File: config.mk
export PLATFORM = sky130hd
export DESIGN_NAME = serial_comparator
export DESIGN_NICKNAME = d
export VERILOG_FILES = /design/src/rtl/serial_comparator.sv
export SDC_FILE = /design/constraint.sdc
export NUM_CORES = 1
export LEC_CHECK = 0
export BUFFER_PORTS_ARGS = -buffer_cell sky130_fd_sc_hd__buf_2
export CAP_MARGIN = 20
export CORE_ASPECT_RATIO = 1.4
export CORE_MARGIN = 5
export CORE_UTILIZATION = 48
export CTS_CLUSTER_SIZE = 20
export DETAILED_ROUTE_END_ITERATION = 8
export PLACE_DENSITY = 0.85
export SLEW_MARGIN = 20
export SYNTH_ARGS = -nofsm -noshare
export SYNTH_HDL_FRONTEND = slang
export SYNTH_SLANG_ARGS = --single-unit
export TNS_END_PERCENT = 30
File: constraint.sdc
create_clock -name clk -period 2.1 [get_ports clk]
set_input_delay 0.315 -clock clk [delete_from_list [all_inputs] [get_ports clk]]
set_output_delay 0.315 -clock clk [all_outputs]
set_load 0.02 [all_outputs]
File: src/rtl/serial_comparator.sv
// Bit-serial MSB-first magnitude comparator with early termination.
// Operands are latched on an accepted start; one bit position is examined per clock.
module serial_comparator #(
  parameter int WIDTH = 8,
  parameter int CW    = $clog2(WIDTH + 1)
) (
  input  logic             clk,
  input  logic             rst,
  input  logic             start,
  input  logic             signed_mode,
  input  logic [WIDTH-1:0] a,
  input  logic [WIDTH-1:0] b,
  output logic             busy,
  output logic             done,
  output logic             g2,
  output logic             l2,
  output logic             e2,
  output logic [CW-1:0]    bits_cmp
);

  localparam int IW = $clog2(WIDTH);

  typedef enum logic {
    IDLE,
    CMP
  } state_t;

  state_t           state_q;
  logic [WIDTH-1:0] a_q, b_q;
  logic             sm_q;
  logic [IW-1:0]    idx_q;
  logic             busy_q, done_q, g2_q, l2_q, e2_q;
  logic [CW-1:0]    bits_q;

  logic             a_bit, b_bit, at_msb, at_lsb;
  logic [CW-1:0]    k_d;

  // k is the 1-based scan position counted from the MSB.
  always_comb begin
    a_bit  = a_q[idx_q];
    b_bit  = b_q[idx_q];
    at_msb = (idx_q == IW'(WIDTH - 1));
    at_lsb = (idx_q == '0);
    k_d    = CW'(WIDTH) - CW'(idx_q);
  end

  always_ff @(posedge clk or posedge rst) begin
    if (rst) begin
      state_q <= IDLE;
      a_q     <= '0;
      b_q     <= '0;
      sm_q    <= 1'b0;
      idx_q   <= '0;
      busy_q  <= 1'b0;
      done_q  <= 1'b0;
      g2_q    <= 1'b0;
      l2_q    <= 1'b0;
      e2_q    <= 1'b0;
      bits_q  <= '0;
    end else begin
      done_q <= 1'b0;
      case (state_q)
        IDLE: begin
          if (start) begin
            a_q     <= a;
            b_q     <= b;
            sm_q    <= signed_mode;
            idx_q   <= IW'(WIDTH - 1);
            busy_q  <= 1'b1;
            g2_q    <= 1'b0;
            l2_q    <= 1'b0;
            e2_q    <= 1'b0;
            bits_q  <= '0;
            state_q <= CMP;
          end
        end
        CMP: begin
          if (a_bit != b_bit) begin
            // A set sign bit means the smaller value in two's complement.
            if (sm_q && at_msb) begin
              g2_q <= ~a_bit;
              l2_q <= a_bit;
            end else begin
              g2_q <= a_bit;
              l2_q <= ~a_bit;
            end
            done_q  <= 1'b1;
            busy_q  <= 1'b0;
            bits_q  <= k_d;
            state_q <= IDLE;
          end else if (at_lsb) begin
            e2_q    <= 1'b1;
            done_q  <= 1'b1;
            busy_q  <= 1'b0;
            bits_q  <= CW'(WIDTH);
            state_q <= IDLE;
          end else begin
            idx_q <= idx_q - 1'b1;
          end
        end
        default: state_q <= IDLE;
      endcase
    end
  end

  assign busy     = busy_q;
  assign done     = done_q;
  assign g2       = g2_q;
  assign l2       = l2_q;
  assign e2       = e2_q;
  assign bits_cmp = bits_q;

endmodule

======== Word level (Yosys, flattened, before mapping) ========
Index checks and enable logic that the tools add are counted.
word-level totals
  bits in registers ....................... 30
  bits in latches ......................... 0
  RAM bits ................................ 0
  memory bits (read-only) ................. 0
  logic and storage cells ................. 64
  memories kept ........................... 0
operators by class
  add/subtract/negate cells ............... 2
  $mul .................................... 0
  divide/modulo/power cells ............... 0
  order comparisons ....................... 1
  equality and inequality tests ........... 8
  shift operators ......................... 0
  muxes and demuxes ....................... 33
  bitwise logic cells ..................... 2
  reduce and logical (&&, ||, !) cells .... 7
operator list
  kind                                                        number
  2-to-1 mux 1 bit                                            18
  2-to-1 mux 4 bit                                            3
  one-hot mux 1 bit (2 select lines)                          5
  2-to-1 mux 3 bit                                            3
  one-hot mux 4 bit (2 select lines)                          1
  binary-select mux 1 bit (select 3 bit)                      2
  inequality test 2 bit, second input constant                3
  one-hot mux 3 bit (2 select lines)                          1
  AND reduction 2 bit                                         3
  AND reduction 3 bit                                         2
  less-than comparator 3 x 4 -> 1 bit, second input constant  1
  inequality test 2 x 1 -> 1 bit, second input constant       2
  subtractor 4 x 3 -> 4 bit, first input constant             1
  equality test 3 bit, second input constant                  1
  zero test 3 bit                                             1
  inequality test 3 x 1 -> 1 bit, second input constant       1
  subtractor 3 x 1 -> 3 bit, second input constant            1
  NOT 1 bit                                                   2
  logical AND 1 bit                                           1
  inequality test 1 bit                                       1

======== Logic depth before layout (Yosys ltp) ========
  depth after elaboration ................. 6
  gate-level depth with buffers ........... 7
  depth with buffers taken out ............ 6

======== Worst setup path before layout ========
No wires, ideal clock.
  path kind ............................... register -> register
  start ................................... register idx_q[0]
  end ..................................... register bits_q[2] (netlist: bits_cmp[2])
  setup time .............................. 118 ps
  data arrival time ....................... 1879 ps
  required time ........................... 1982 ps
  path slack .............................. 103 ps
  cell stages (with the launch flop) ...... 7
  cell sequence ........................... dfrtp_1 -> mux4_2 -> mux2i_2 -> xor2_2 -> buf_6 -> a32o_1 -> a21o_1
on the way
  longest elaborated chain between the ends .. 5
ends and longest elaborated chain
  item                                                                              RTL line  text
  from (decl)                                                                       31        logic [IW-1:0] idx_q;
  from (signal assigned)                                                            68        idx_q <= IW'(WIDTH - 1);
  from (signal assigned)                                                            98        idx_q <= idx_q - 1'b1;
  binary-select mux 1 bit (select 3 bit), on equally long branches                  40, 41
  2-to-1 mux 1 bit, on equally long branches                                        40, 41
  inequality test 1 bit                                                             78        if (a_bit != b_bit) begin
  2-to-1 mux 4 bit / inequality test 3 x 1 -> 1 bit (equally long branches)         n/a
  one-hot mux 4 bit (2 select lines) / AND reduction 2 bit (equally long branches)  n/a
  to (signal assigned)                                                              89        bits_q <= k_d;
  to (signal assigned)                                                              95        bits_q <= CW'(WIDTH);
  to (decl)                                                                         33        logic [CW-1:0] bits_q;
Parallel ways exist; a longest one is shown, timed or not. The select of a mux whose other input is x is not followed.
A chain may end at the register's enable or synchronous reset.

======== Worst setup path after layout ========
Same ends and word-level chain as after synthesis.

==> results.sh <==
export IMPL_timing_rr_end="bits_cmp[2]$_DFFE_PP0P_"
export IMPL_regArea_sq_um=751
export IMPL_path_cells="mux4_2, mux2i_4, xor2_4, buf_4, a32o_1, a21o_1"
export IMPL_powerDensity_mw_per_mm2=1850
export IMPL_synth_top_area_share_pct=51.3
export IMPL_cts_buffer_depth=2
export IMPL_finalNetCount=172
export IMPL_skew_ns=0.00345
export IMPL_cts_tree="done"
export IMPL_die_w_microns=56.7
export IMPL_grt_pass1_wl_mm=4.70
export IMPL_gp_congestion=0.763
export IMPL_die_area_sq_mm=0.00427
export IMPL_multiInputGateArea_sq_um=668
export IMPL_r2r_start="idx_q[0]$_DFFE_PP0P_"
export IMPL_vias_per_cell=5.34
export IMPL_hold_path_class="in -> async"
export IMPL_grt_use_total_pct=15.0
export IMPL_cts_sinks=30
export IMPL_finalSetupViolCount=0
export IMPL_htree_levels=2
export IMPL_max_freq_ghz=0.500
export IMPL_ant_nets=0
export IMPL_p_int_mw=2.03
export IMPL_slew_limit_headroom_pct=64.7
export IMPL_hold_ws_ns=0.0660
export IMPL_clkPwrFrac_pct=12.8
export IMPL_synthesis_instances=111
export IMPL_critical_path_buf_inv_count=1
export IMPL_hold_violations=0
export IMPL_grt_pass1_vias=1052
export IMPL_final_cell_mix="dfrtp_1 (30), buf_2 (28), mux2_2 (17), buf_4 (8), inv_1 (6)"
export IMPL_clockRootBuffer="clkbuf_8"
export IMPL_synth_cell_types=38
export IMPL_slew_viol_final=0
export IMPL_syn_num_nets=135
export IMPL_io_pins=29
export IMPL_area_growth_pct=20.8
export IMPL_fp_coreArea_sq_mm=0.00291
export IMPL_first_pass_iters=4
export IMPL_critPathRequiredTime_ns=2.27
export IMPL_via_count=987
export IMPL_crit_family="multiplexers"
export IMPL_dp_cells=178
export IMPL_rows=23
export IMPL_worst_slew_pin_slew_ns=0.530
export IMPL_final_fill_count=239
export IMPL_hpwlAfterDp_mm=2.06
export IMPL_max_vdd_ir_drop_v=0.00102
export IMPL_crit_fanout=6
export IMPL_crit_path_start="idx_q[0]$_DFFE_PP0P_"
export IMPL_pwr_share_comb_pct=55.5
export IMPL_status="finished, final reports clean"
export IMPL_grt_overflow=0
export IMPL_netlist_top_cells_area="dfrtp_1 (51%), mux2_2 (13%), mux4_2 (6.2%), ha_1 (3.4%), mux2i_1 (2.1%)"
export IMPL_initial_core_util_pct=50.4
export IMPL_layoutNonFillerInstCount=185
export IMPL_grt_max_degree=23
export IMPL_seqPwrFrac_pct=31.7
export IMPL_min_period_over_period_pct=95.2
export IMPL_arrival_ns=2.17
export IMPL_power_switching_mw=1.25
export IMPL_ys_warn_count=0
export IMPL_critical_path_class="reg -> reg"
export IMPL_swShare_pct=38.1
export IMPL_max_stage_delay_ns=0.57
export IMPL_reg2regPathDepth=6
export IMPL_endpoint="bits_cmp[2]$_DFFE_PP0P_"
export IMPL_cp_start_kind="register"
export IMPL_port_buffers=28
export IMPL_antenna_found_initial=0
export IMPL_clkTransAtPathRegs_ns=0.06
export IMPL_final_common_cell="dfrtp_1"
export IMPL_syn_area_per_cell_sq_um=13.2
export IMPL_crit_path_end_kind="register"
export IMPL_numCtsBuffers=5
export IMPL_die_y_microns=75.3
export IMPL_yosys_area_top_type="dfrtp_1"
export IMPL_diodes=0
export IMPL_wl_mm=2.73
export IMPL_drt_wirelength_per_cell_microns=14.8
export IMPL_synth_area_sq_mm=0.00146
export IMPL_clk_latency_ns=0.28
export IMPL_remaining_drc_errors=0
export IMPL_crit_cells=6
export IMPL_drive_gt1_share_pct=46.6
export IMPL_critPathSlowestCell="mux4_2"
export IMPL_p_leak_nw=0.845
export IMPL_r2r_slack_ns=0.10
export IMPL_timing_final_crit_period_ns=2.00
export IMPL_ys_seq_area_share_pct=51.3
export IMPL_cap_viol_max_count=0
export IMPL_first_iter_violations=31
export IMPL_ys_ff_latch=30
## worst min path at each step
| stage | to | cells after the start |
|---|---|---|
| after CTS | bits_cmp[0]$_DFFE_PP0P_ | 2 |
| final | bits_cmp[0]$_DFFE_PP0P_ | 2 |
| after global placement | bits_cmp[0]$_DFFE_PP0P_ | 2 |
| after floorplan | a_q[0]$_DFFE_PP0P_ | 1 |
| after global routing | e2$_DFFE_PP0P_ | 2 |
| after detailed placement | bits_cmp[0]$_DFFE_PP0P_ | 2 |
## per-layer routing
layer  part of all wire (%)  vias to the layer above  wire [microns]  GRT usage, %
li1                       -                      470               -             -
met1                     38                      480            1050          16.5
met2                     52                       32            1420          24.7
met3                    7.5                        5             206          6.10
met4                    2.3                        0              63          8.71
met5                      0                        -               0             0
## metrics by stage
step / cell area [sq um] / util [%] / worst slack (ns) / total power, mW / TNS (ns)
after floorplan: 1460 / - / 0.103 / 2.36 / 0
after global placement: 1670 / 57.5 / 0.145 / 2.69 / 0
after detailed placement: 1670 / 57.5 / 0.0975 / 2.78 / 0
after CTS: 1750 / 60.1 / 0.0701 / 3.22 / 0
after global routing: 1770 / 60.8 / -0.00548 / 3.54 / -0.00548
final: 1770 / 60.8 / 0.101 / 3.28 / 0
## cell usage after synthesis, drive strengths merged
cell type	number
a21oi	1
o211ai	1
a21o	1
buf	3
a211oi	1
and3	1
or2	1
and2	1
mux4	4
o311a	1
a211o	1
a32o	1
a31oi	1
mux2	17
nor3b	1
nor4bb	1
mux2i	5
ha	4
or3	1
inv	7
a22o	1
clkbuf	3
o21ai	6
xor2	2
dfrtp	30
nor2	5
o21a	1
nand2b	2
nand3	1
nor3	1
nand2	5
## cell families after synthesis
kind of cell,after synthesis,synth area share [%]
and+or+nand+nor,20,7.35
DFF,30,51.3
xor gates and xnor gates,2,1.71
muxes,26,23.8
adders and majority gates,4,3.42
buffers and inverters,13,4.44
AOI/OAI and AO/OA,16,8.03
## state kept, by name, indices dropped and copies added (netlist names)
signal	count
a_q	8
b_q	8
bits_cmp	4
idx_q	3
busy	1
done	1
e2	1
g2	1
l2	1
sm_q	1
state_q	1
## worst register-to-register path: cells and delay by family (launching register included)
kind | cells | cell delay (ns)
AO/OA/AOI/OAI | 2 | 0.40
XOR/XNOR | 1 | 0.12
buffers and inverters | 1 | 0.17
flip-flops | 1 | 0.40
multiplexers | 2 | 0.80
## power by group through the flow
stage | sequential, mW | combinational, mW | clock (mW)
2_1_floorplan | 1.04 | 1.32 | 0
6_report | 1.04 | 1.82 | 0.419
4_1_cts | 1.04 | 1.74 | 0.435
3_3_place_gp | 1.03 | 1.66 | 0
3_5_place_dp | 1.05 | 1.73 | 0
5_1_grt | 1.07 | 1.99 | 0.469
## final cells by class
| class | count | area share (%) |
|---|---|---|
| repair buffers | 36 | 11.3 |
| flip-flops and latches | 30 | 42.5 |
| well taps | 37 | 2.62 |
| clock buffers | 7 | 4.32 |
| multi-input cells | 68 | 37.8 |
| inverters | 7 | 1.49 |
## repair_timing
item / 4_1_cts / 5_1_grt
gates resized for setup: 0 / 2
buffers inserted: 0 / 0
endpoints found under the setup margin: 0 / 6
hold buffers: 0 / 0
hold endpoints to repair: 0 / 0
No activity file was read; power rests on OpenSTA's default activity.
